$ cat config.mk
export PLATFORM = sky130hd
export DESIGN_NAME = usb_packet_decoder
export DESIGN_NICKNAME = d
export VERILOG_FILES = /design/src/rtl/usb_packet_decoder.sv
export SDC_FILE = /design/constraint.sdc
export NUM_CORES = 1
export LEC_CHECK = 0
export CELL_PAD_IN_SITES_DETAIL_PLACEMENT = 1
export CELL_PAD_IN_SITES_GLOBAL_PLACEMENT = 2
export CORE_MARGIN = 2
export CORE_UTILIZATION = 34
export CTS_BUF_LIST = sky130_fd_sc_hd__clkbuf_16
export CTS_CLUSTER_SIZE = 16
export DETAILED_ROUTE_END_ITERATION = 12
export GPL_TIMING_DRIVEN = 1
export PLACE_DENSITY = 0.78
export REMOVE_ABC_BUFFERS = 1
export SLEW_MARGIN = 20
export SYNTH_ARGS = -nofsm -noshare
export SYNTH_HDL_FRONTEND = slang
export SYNTH_SLANG_ARGS = --single-unit
export TNS_END_PERCENT = 20
$ cat constraint.sdc
create_clock -name clk -period 2.1 [get_ports clk]
set_input_delay 0.42 -clock clk [delete_from_list [all_inputs] [get_ports clk]]
set_output_delay 0.42 -clock clk [all_outputs]
set_load 0.1 [all_outputs]
$ cat src/rtl/usb_packet_decoder.sv
// Receive-side USB packet decoder: PID classification and integrity, token CRC5 with
// address/endpoint filter, DATA0/1 payload streaming with CRC16 stripped and checked.
//
// state  | meaning
// IDLE   | bus idle, waiting for rx_active
// PID    | packet started, waiting for the PID byte
// TOK0   | token: waiting for {endp[0], addr}
// TOK1   | token: waiting for {crc5, endp[3:1]}
// EOP    | token/handshake complete, waiting for rx_active to fall
// DATA   | data packet: payload plus CRC16 through the 2-byte delay line
// DROP   | discard everything until rx_active falls
module usb_packet_decoder #(
    parameter int MAX_PACKET    = 8,
    parameter int NUM_ENDPOINTS = 3,
    parameter bit ADDR_FILTER   = 1'b1,
    localparam int LEN_W        = $clog2(MAX_PACKET + 1)
) (
    input  logic             clk,
    input  logic             reset,
    input  logic [7:0]       rx_data,
    input  logic             rx_active,
    input  logic             rx_valid,
    input  logic             rx_error,
    input  logic [6:0]       dev_address,
    output logic [3:0]       pid,
    output logic             pid_valid,
    output logic [6:0]       address,
    output logic [3:0]       end_point,
    output logic             token_valid,
    output logic [7:0]       data_o,
    output logic             data_o_valid,
    output logic [LEN_W-1:0] data_len,
    output logic             data_done,
    output logic             crc_error,
    output logic             pid_error,
    output logic             pkt_error
);

    typedef enum logic [2:0] {
        S_IDLE,
        S_PID,
        S_TOK0,
        S_TOK1,
        S_EOP,
        S_DATA,
        S_DROP
    } state_t;

    // Counter must reach MAX_PACKET+3 so the overflowing byte is still representable.
    localparam int CNT_W = $clog2(MAX_PACKET + 4);
    localparam logic [4:0]  CRC5_RESIDUAL  = 5'b00110;
    localparam logic [15:0] CRC16_RESIDUAL = 16'hB001;

    state_t           state;
    logic             seen_idle;
    logic             is_token;
    logic [CNT_W-1:0] byte_cnt;
    logic [7:0]       hold0;
    logic [7:0]       hold1;
    logic [4:0]       crc5;
    logic [15:0]      crc16;
    logic [6:0]       tok_addr;
    logic [3:0]       tok_ep;

    function automatic logic [4:0] crc5_byte(input logic [4:0] c, input logic [7:0] d);
        logic [4:0] r;
        r = c;
        for (int i = 0; i < 8; i++) begin
            if (r[0] ^ d[i]) r = (r >> 1) ^ 5'b10100;
            else             r = r >> 1;
        end
        return r;
    endfunction

    function automatic logic [15:0] crc16_byte(input logic [15:0] c, input logic [7:0] d);
        logic [15:0] r;
        r = c;
        for (int i = 0; i < 8; i++) begin
            if (r[0] ^ d[i]) r = (r >> 1) ^ 16'hA001;
            else             r = r >> 1;
        end
        return r;
    endfunction

    logic [3:0]       rx_pid;
    logic             pid_ok;
    logic             pid_is_token;
    logic             pid_is_data;
    logic             pid_is_hs;
    logic             ep_ok;
    logic             addr_ok;
    logic [CNT_W-1:0] cnt_next;
    logic             overflow;

    assign rx_pid       = rx_data[3:0];
    assign pid_ok       = (rx_data[7:4] == ~rx_data[3:0]);
    // PING shares the token layout even though it sits in the special PID group.
    assign pid_is_token = (rx_pid[1:0] == 2'b01) || (rx_pid == 4'h4);
    assign pid_is_data  = (rx_pid == 4'h3) || (rx_pid == 4'hB);
    assign pid_is_hs    = (rx_pid[1:0] == 2'b10);
    assign ep_ok        = ({28'd0, tok_ep} < 32'(NUM_ENDPOINTS));
    assign addr_ok      = !ADDR_FILTER || (tok_addr == dev_address);
    assign cnt_next     = byte_cnt + CNT_W'(1);
    assign overflow     = (cnt_next > CNT_W'(MAX_PACKET + 2));

    always_ff @(posedge clk or negedge reset) begin
        if (!reset) begin
            state        <= S_IDLE;
            seen_idle    <= 1'b0;
            is_token     <= 1'b0;
            byte_cnt     <= '0;
            hold0        <= '0;
            hold1        <= '0;
            crc5         <= '0;
            crc16        <= '0;
            tok_addr     <= '0;
            tok_ep       <= '0;
            pid          <= '0;
            pid_valid    <= 1'b0;
            address      <= '0;
            end_point    <= '0;
            token_valid  <= 1'b0;
            data_o       <= '0;
            data_o_valid <= 1'b0;
            data_len     <= '0;
            data_done    <= 1'b0;
            crc_error    <= 1'b0;
            pid_error    <= 1'b0;
            pkt_error    <= 1'b0;
        end else begin
            pid_valid    <= 1'b0;
            token_valid  <= 1'b0;
            data_o_valid <= 1'b0;
            data_done    <= 1'b0;
            crc_error    <= 1'b0;
            pid_error    <= 1'b0;
            pkt_error    <= 1'b0;
            if (!rx_active) seen_idle <= 1'b1;

            if (state != S_IDLE && state != S_DROP && rx_error) begin
                pkt_error <= 1'b1;
                state     <= S_DROP;
            end else begin
                case (state)
                    S_IDLE: begin
                        // A packet already in flight at reset release is never decoded.
                        if (rx_active) state <= seen_idle ? S_PID : S_DROP;
                    end
                    S_PID: begin
                        if (!rx_active) begin
                            state <= S_IDLE;
                        end else if (rx_valid) begin
                            byte_cnt <= '0;
                            crc5     <= 5'h1F;
                            crc16    <= 16'hFFFF;
                            is_token <= pid_is_token;
                            if (!pid_ok) begin
                                pid_error <= 1'b1;
                                state     <= S_DROP;
                            end else begin
                                pid       <= rx_pid;
                                pid_valid <= 1'b1;
                                if (pid_is_token)     state <= S_TOK0;
                                else if (pid_is_data) state <= S_DATA;
                                else if (pid_is_hs)   state <= S_EOP;
                                else                  state <= S_DROP;
                            end
                        end
                    end
                    S_TOK0: begin
                        if (!rx_active) begin
                            pkt_error <= 1'b1;
                            state     <= S_IDLE;
                        end else if (rx_valid) begin
                            tok_addr  <= rx_data[6:0];
                            tok_ep[0] <= rx_data[7];
                            crc5      <= crc5_byte(crc5, rx_data);
                            state     <= S_TOK1;
                        end
                    end
                    S_TOK1: begin
                        if (!rx_active) begin
                            pkt_error <= 1'b1;
                            state     <= S_IDLE;
                        end else if (rx_valid) begin
                            tok_ep[3:1] <= rx_data[2:0];
                            crc5        <= crc5_byte(crc5, rx_data);
                            state       <= S_EOP;
                        end
                    end
                    S_EOP: begin
                        if (!rx_active) begin
                            state <= S_IDLE;
                            if (is_token) begin
                                if (crc5 != CRC5_RESIDUAL) begin
                                    crc_error <= 1'b1;
                                end else if (ep_ok && addr_ok) begin
                                    token_valid <= 1'b1;
                                    address     <= tok_addr;
                                    end_point   <= tok_ep;
                                end
                            end
                        end else if (rx_valid) begin
                            pkt_error <= 1'b1;
                            state     <= S_DROP;
                        end
                    end
                    S_DATA: begin
                        if (!rx_active) begin
                            state <= S_IDLE;
                            if (byte_cnt < CNT_W'(2)) begin
                                pkt_error <= 1'b1;
                            end else begin
                                data_done <= 1'b1;
                                data_len  <= LEN_W'(byte_cnt - CNT_W'(2));
                                crc_error <= (crc16 != CRC16_RESIDUAL);
                            end
                        end else if (rx_valid) begin
                            if (overflow) begin
                                pkt_error <= 1'b1;
                                state     <= S_DROP;
                            end else begin
                                // The newest two bytes may be the CRC16, so only older ones leave.
                                if (byte_cnt >= CNT_W'(2)) begin
                                    data_o       <= hold1;
                                    data_o_valid <= 1'b1;
                                end
                                hold1    <= hold0;
                                hold0    <= rx_data;
                                byte_cnt <= cnt_next;
                                crc16    <= crc16_byte(crc16, rx_data);
                            end
                        end
                    end
                    S_DROP: begin
                        if (!rx_active) state <= S_IDLE;
                    end
                    default: state <= S_IDLE;
                endcase
            end
        end
    end

endmodule

Word level (Yosys, flattened, before mapping)
Index checks and enable logic that the tools add are counted.
{"block": "word_totals", "output_inout_bits": 34, "in_bits": 20, "word_cells": 328, "regBits": 91}
{"block": "classes", "eq_ne": 33, "n_bitwise": 52, "reduce_logical": 21, "magnitude_cmp": 4, "muxes": 193, "add_sub_neg": 2}
{"operator": "two-way mux 16 bit", "count": 48}
{"operator": "two-way mux 5 bit", "count": 75}
{"operator": "two-way mux 3 bit", "count": 17}
{"operator": "two-way mux 1 bit", "count": 40}
{"operator": "case mux 16 bit (2 select lines)", "count": 1}
{"operator": "inverter 1 -> 2 bit", "count": 15}
{"operator": "inequality test 4 bit (second input constant)", "count": 6}
{"operator": "inverter 2 -> 3 bit", "count": 8}
{"operator": "XOR 1 bit", "count": 23}
{"operator": "case mux 3 bit (7 select lines)", "count": 1}
{"operator": "two-way mux 4 bit", "count": 5}
{"operator": "inequality test 2 bit (second input constant)", "count": 9}
{"operator": "inequality test 16 bit (second input constant)", "count": 1}
{"operator": "AND reduction 4 bit", "count": 4}
{"operator": "AND reduction 8 bit", "count": 2}
{"operator": "case mux 5 bit (3 select lines)", "count": 1}
{"operator": "AND reduction 6 bit", "count": 2}
{"operator": "AND reduction 5 bit", "count": 2}
{"operator": "== test 3 bit (second input constant)", "count": 3}
{"operator": "inequality test 3 bit (second input constant)", "count": 3}
{"operator": "< comparator 4 x 2 -> 1 bit (second input constant)", "count": 2}
{"operator": "case mux 4 bit (2 select lines)", "count": 1}
{"operator": "== test 7 bit", "count": 1}
{"operator": "AND reduction 7 bit", "count": 1}
{"operator": "other kinds (24)", "count": 34}

Logic depth before layout (Yosys ltp)
{"block": "depth", "depth_word": 55, "depth_mapped": 10, "mapped_depth_nobuf": 8}

Worst setup path after synthesis
Ideal clock, no wire load.
{"block": "synth_timing", "path_type": "reg2reg", "from": "register byte_cnt[1]", "to": "register state[1]", "required_ns": 1.977, "arrival_ns": 1.916, "path_buffers": 0, "setup_ns": 0.123, "path_stages_with_launch": 8, "setup_slack_ns": 0.062, "period_less_slack_ns": 2.038, "path_cell_list": "dfrtp_1 ha_1 and3b_1 o22ai_1 a31oi_1 o32ai_1 nand2_1 o221a_2"}
{"block": "synth_between", "elab_chain_cells": 4}
{"element": "start, declared", "line_no": "57", "text": "logic [CNT_W-1:0] byte_cnt;"}
{"element": "start signal, assigned", "line_no": "230", "text": "byte_cnt <= cnt_next;"}
{"element": "adder 4 x 1 -> 4 bit", "line_no": "103", "text": "assign cnt_next = byte_cnt + CNT_W'(1);"}
{"element": "> comparator 4 bit", "line_no": "104", "text": "assign overflow = (cnt_next > CNT_W'(MAX_PACKET + 2));"}
{"element": "inequality test 4 bit (no line)"}
{"element": "AND reduction 8 bit (no line)"}
{"element": "end signal, assigned", "line_no": "147", "text": "if (rx_active) state <= seen_idle ? S_PID : S_DROP;"}
{"element": "end, declared", "line_no": "54", "text": "state_t state;"}
No other way between the ends.
A chain may end at the register's enable or synchronous reset.

Final worst setup path
{"block": "layout_timing", "from": "register byte_cnt[1]", "to": "register data_o[0]"}
{"block": "layout_between", "elab_chain_cells": 4, "elab_cells_between_ends": 5, "cone_classes": "add/sub: 1; order compare: 2; bitwise: 1; reduce/logical: 1"}
{"element": "adder 4 x 1 -> 4 bit", "line_no": "103"}
{"element": "> comparator 4 bit", "line_no": "104"}
{"element": "inverter 1 bit (no line)"}
{"element": "AND reduction 6 bit (no line) *"}
{"element": "end signal, assigned", "line_no": "225", "text": "data_o <= hold1;"}
{"element": "end, declared", "line_no": "30", "text": "output logic [7:0] data_o,"}
Every way passes the cells marked *; elsewhere a longest branch is shown, timed or not.

==> metrics.md <==
| Metric | Value |
|---|---|
| Outcome | finished, violations left |
| Failing checks | negative setup slack |
| CP endpoint kind | flip-flop |
| Post-route setup TNS | -0.990 ns |
| Cell variety after synth | 55 |
| HP Class | in2async |
| Sequential Power Share | 0.319 |
| Worst path arrival time | 2.42 ns |
| Filler cells | around 1300 |
| Die area | 0.0142 mm² |
| Sw Share | 0.397 |
| Total GRT Usage | 0.189 |
| CTS tree | built |
| Worst IR Drop VDD | 0.727 mV |
| IO buf count | 53 |
| Layout net count | 529 |
| Slew Limit Fails | 0 |
| Layout Utilization | 0.484 |
| Syn Inst Count | 379 |
| PD cells | 1440 mW/mm² |
| P_int | 0.00539 W |
| H-tree depth | 3 |
| Via density | approximately 5 |
| Max_cap viols | 0 |
| DRC viols | 0 |
| Number of synthesized register bits | 91 |
| Grt total ovfl | 0 |
| Reg2reg path depth | 8 |
| Area leader, netlist | dfrtp_1 |
| Clk_skew | 0.00656 ns |
| Drt total wl | roughly 13000 µm |
| Share of cells above drive strength 1 | 0.397 |
| Root Buffer | clkbuf_16 |
| Clk slew on worst S/H paths | 0.07 ns |
| Initial DRC Count | 154 |
| Sw power | 0.00354 W |
| Slack of the critical path | -0.0942 ns |
| Die Ht | approximately 120 µm |
| WL per Instance | 18.5 µm |
| Final Total Pwr | 0.00893 W |
| First-pass GRT wire length | slightly above 20000 µm |
| Leak Pwr | between 2 and 3 nW |
| Async S/R FF share, synth | 1.00 |
| Rows | 41 |
| Initial Utilization | 0.352 |
| Reg2Reg Setup Slack | -0.09 ns |
| RR Startpoint | byte_cnt[1] |
| Crit path launch type | flip-flop |
| Top-Level Pins | 54 |
| Critical path required time | 2.33 ns |
| Largest net degree at the start of global routing | 92 |
| Synth top area cells | dfrtp_1 (51%), mux2_2 (6.0%), xnor2_1 (5.7%), mux2_1 (3.8%), xor2_1 (3.7%) |
| Post-synth top cells | dfrtp_1 (91), xnor2_1 (29), nand2_1 (25), mux2_2 (24), xor2_1 (19) |
| HPWL after DPL | 8650 µm |
| Max FO, Critical Path | 5 |
| Slew margin rel. | 0.547 |
| GPL Wtd Cong | between 0.8 and 0.9 |
| Area share of the largest cell type after synthesis | 0.507 |
| Setup CP Type | reg2reg |
| Placed Area | about 0.0056 mm² |
| Worst skew pair latency | 0.34 ns |
| R2R Path End | data_o[0] |
| Die X | between 100 and 150 µm |
| Fmax | 456 MHz |
| Top FF cell, synth | dfrtp_1 |
| Hold Vio Cnt, Final | 0 |
| Final setup fails | 33 |
| Final standard cell area without fillers | 0.00618 mm² |
| Fin crit share | 1.04 |
| Vias in the first global route | 3838 |
| Area grow syn2layout | 37.6% |
| Via count | between 3000 and 4000 |
| CTS Buf Count | 9 |
| Post-cts hold buffer count | 0 |
| Antenna diodes | 0 |
| ANT nets after route | 0 |
| Avg Cell Area, Syn | 11.9 µm² |
| Yosys warning count | 0 |
| First-pass DRT Iterations | 4 |
| Number of flops mapped to enable cells by yosys | 0 |
| Most common cell in the netlist | dfrtp_1 |
| Comb power frac | 0.510 |
| Initial antenna violation count | 0 |
| Slew @ Worst Pin | 0.677 ns |
| Longest Clk Path Bufs | 2 |
| Register area share after synthesis | 0.507 |
| RSZ-0062 raised after global routing | true |
| Post-synthesis cell area | 0.00449 mm² |
| Clk sinks | 91 |
| Core ar. | 0.0128 mm² |
| Clk pwr share | 0.171 |
| Final min period | 2.19 ns |
kinds of logic (layout without fill, tap and decap cells):
family | after synthesis | after routing | share of synthesized area
simple gates | 83 | 84 | 0.0991
mux | 48 | 48 | 0.127
fa+ha+maj | 5 | 5 | 0.0139
xor+xnor | 52 | 52 | 0.111
buf+inv | 34 | 163 | 0.0384
flops | 91 | 91 | 0.507
compound gates | 66 | 66 | 0.104
sequential cells by signal, summed over array words and instances, names as in the netlist, 5 cells and up:
| signal | cells |
|---|---|
| address | 7 |
| crc16 | 16 |
| crc5 | 5 |
| data_o | 8 |
| hold0 | 8 |
| hold1 | 8 |
| tok_addr | 7 |
critical path, stage by stage, from the launching register on:
cell and delay [ns]:
dfrtp_2 0.47, ha_4 0.18, and3b_1 0.18, o22ai_2 0.17, buf_6 0.13, nand3_2 0.06
or2_4 0.31, nor2_4 0.25, mux2_4 0.33
repair_timing:
item                                    4_1_cts  5_1_grt
pin swaps                                     9        8
gates cloned                                  2        0
endpoints found under the setup margin       61       61
buffers inserted                              8        1
resized for setup                            30       23
metrics by stage:
step / worst slack [ns] / hold WS, ns / cells
after floorplan: -1.11 / 0.124 / 357
after global placement: -0.442 / 0.462 / 654
after detailed placement: -0.512 / 0.473 / 654
after CTS: -0.108 / 0.134 / 680
after global routing: -0.167 / 0.140 / 681
final: -0.0942 / 0.100 / 681
layout make-up:
| cell class | count | area, µm² | area share |
|---|---|---|---|
| clock inverters | 7 | 53.8 | 0.00870 |
| multi-input cells | 255 | 2250 | 0.363 |
| inverters | 12 | 45.0 | 0.00728 |
| repair buffers | 135 | 1120 | 0.181 |
| clock buffers | 9 | 225 | 0.0364 |
| flip-flops and latches | 91 | 2280 | 0.369 |
| well taps | 172 | 215 | 0.0348 |
layer usage:
metal	vias up	part of all wire	GRT usage
li1	1578	-	-
met1	1745	0.46	0.243
met2	69	0.49	0.321
met3	15	0.035	0.0364
met4	0	0.018	0.0551
met5	-	0	0
layout by cell type (no fill, tap or decap), types with 7 or more instances in the layout:
master / netlist / routed
dfrtp_1: 91 / 89
a21oi_1: 13 / 13
mux2_4: 8 / 24
clkbuf_16: 0 / 9
clkdlybuf4s50_1: 0 / 11
nand2_1: 25 / 25
mux2_2: 24 / 16
buf_4: 3 / 111
o21ai_0: 15 / 15
nor2_1: 17 / 17
inv_1: 12 / 12
nand3_1: 11 / 10
mux2_1: 15 / 7
xor2_1: 19 / 17
o22a_1: 16 / 16
xnor2_1: 29 / 26
power by group through the flow:
stage | clock network [W] | registers, W | logic (W)
6_report | 0.00153 | 0.00285 | 0.00455
2_1_floorplan | 0 | 0.00329 | 0.00205
3_3_place_gp | 0 | 0.00281 | 0.00396
5_1_grt | 0.00164 | 0.00294 | 0.00494
4_1_cts | 0.00157 | 0.00283 | 0.00436
3_5_place_dp | 0 | 0.00284 | 0.00410
worst max path at each step:
stage	from	end	slack [ns]
after detailed placement	rx_data[1]	crc16[0]	-0.51
after global routing	byte_cnt[1]	data_o[2]	-0.17
final	byte_cnt[1]	data_o[0]	-0.09
after CTS	byte_cnt[1]	data_o[0]	-0.11
after floorplan	state[2]	byte_cnt[2]	-1.11
after global placement	dev_address[4]	address[5]	-0.44
Note: power is estimated with default switching activity, not from simulation.
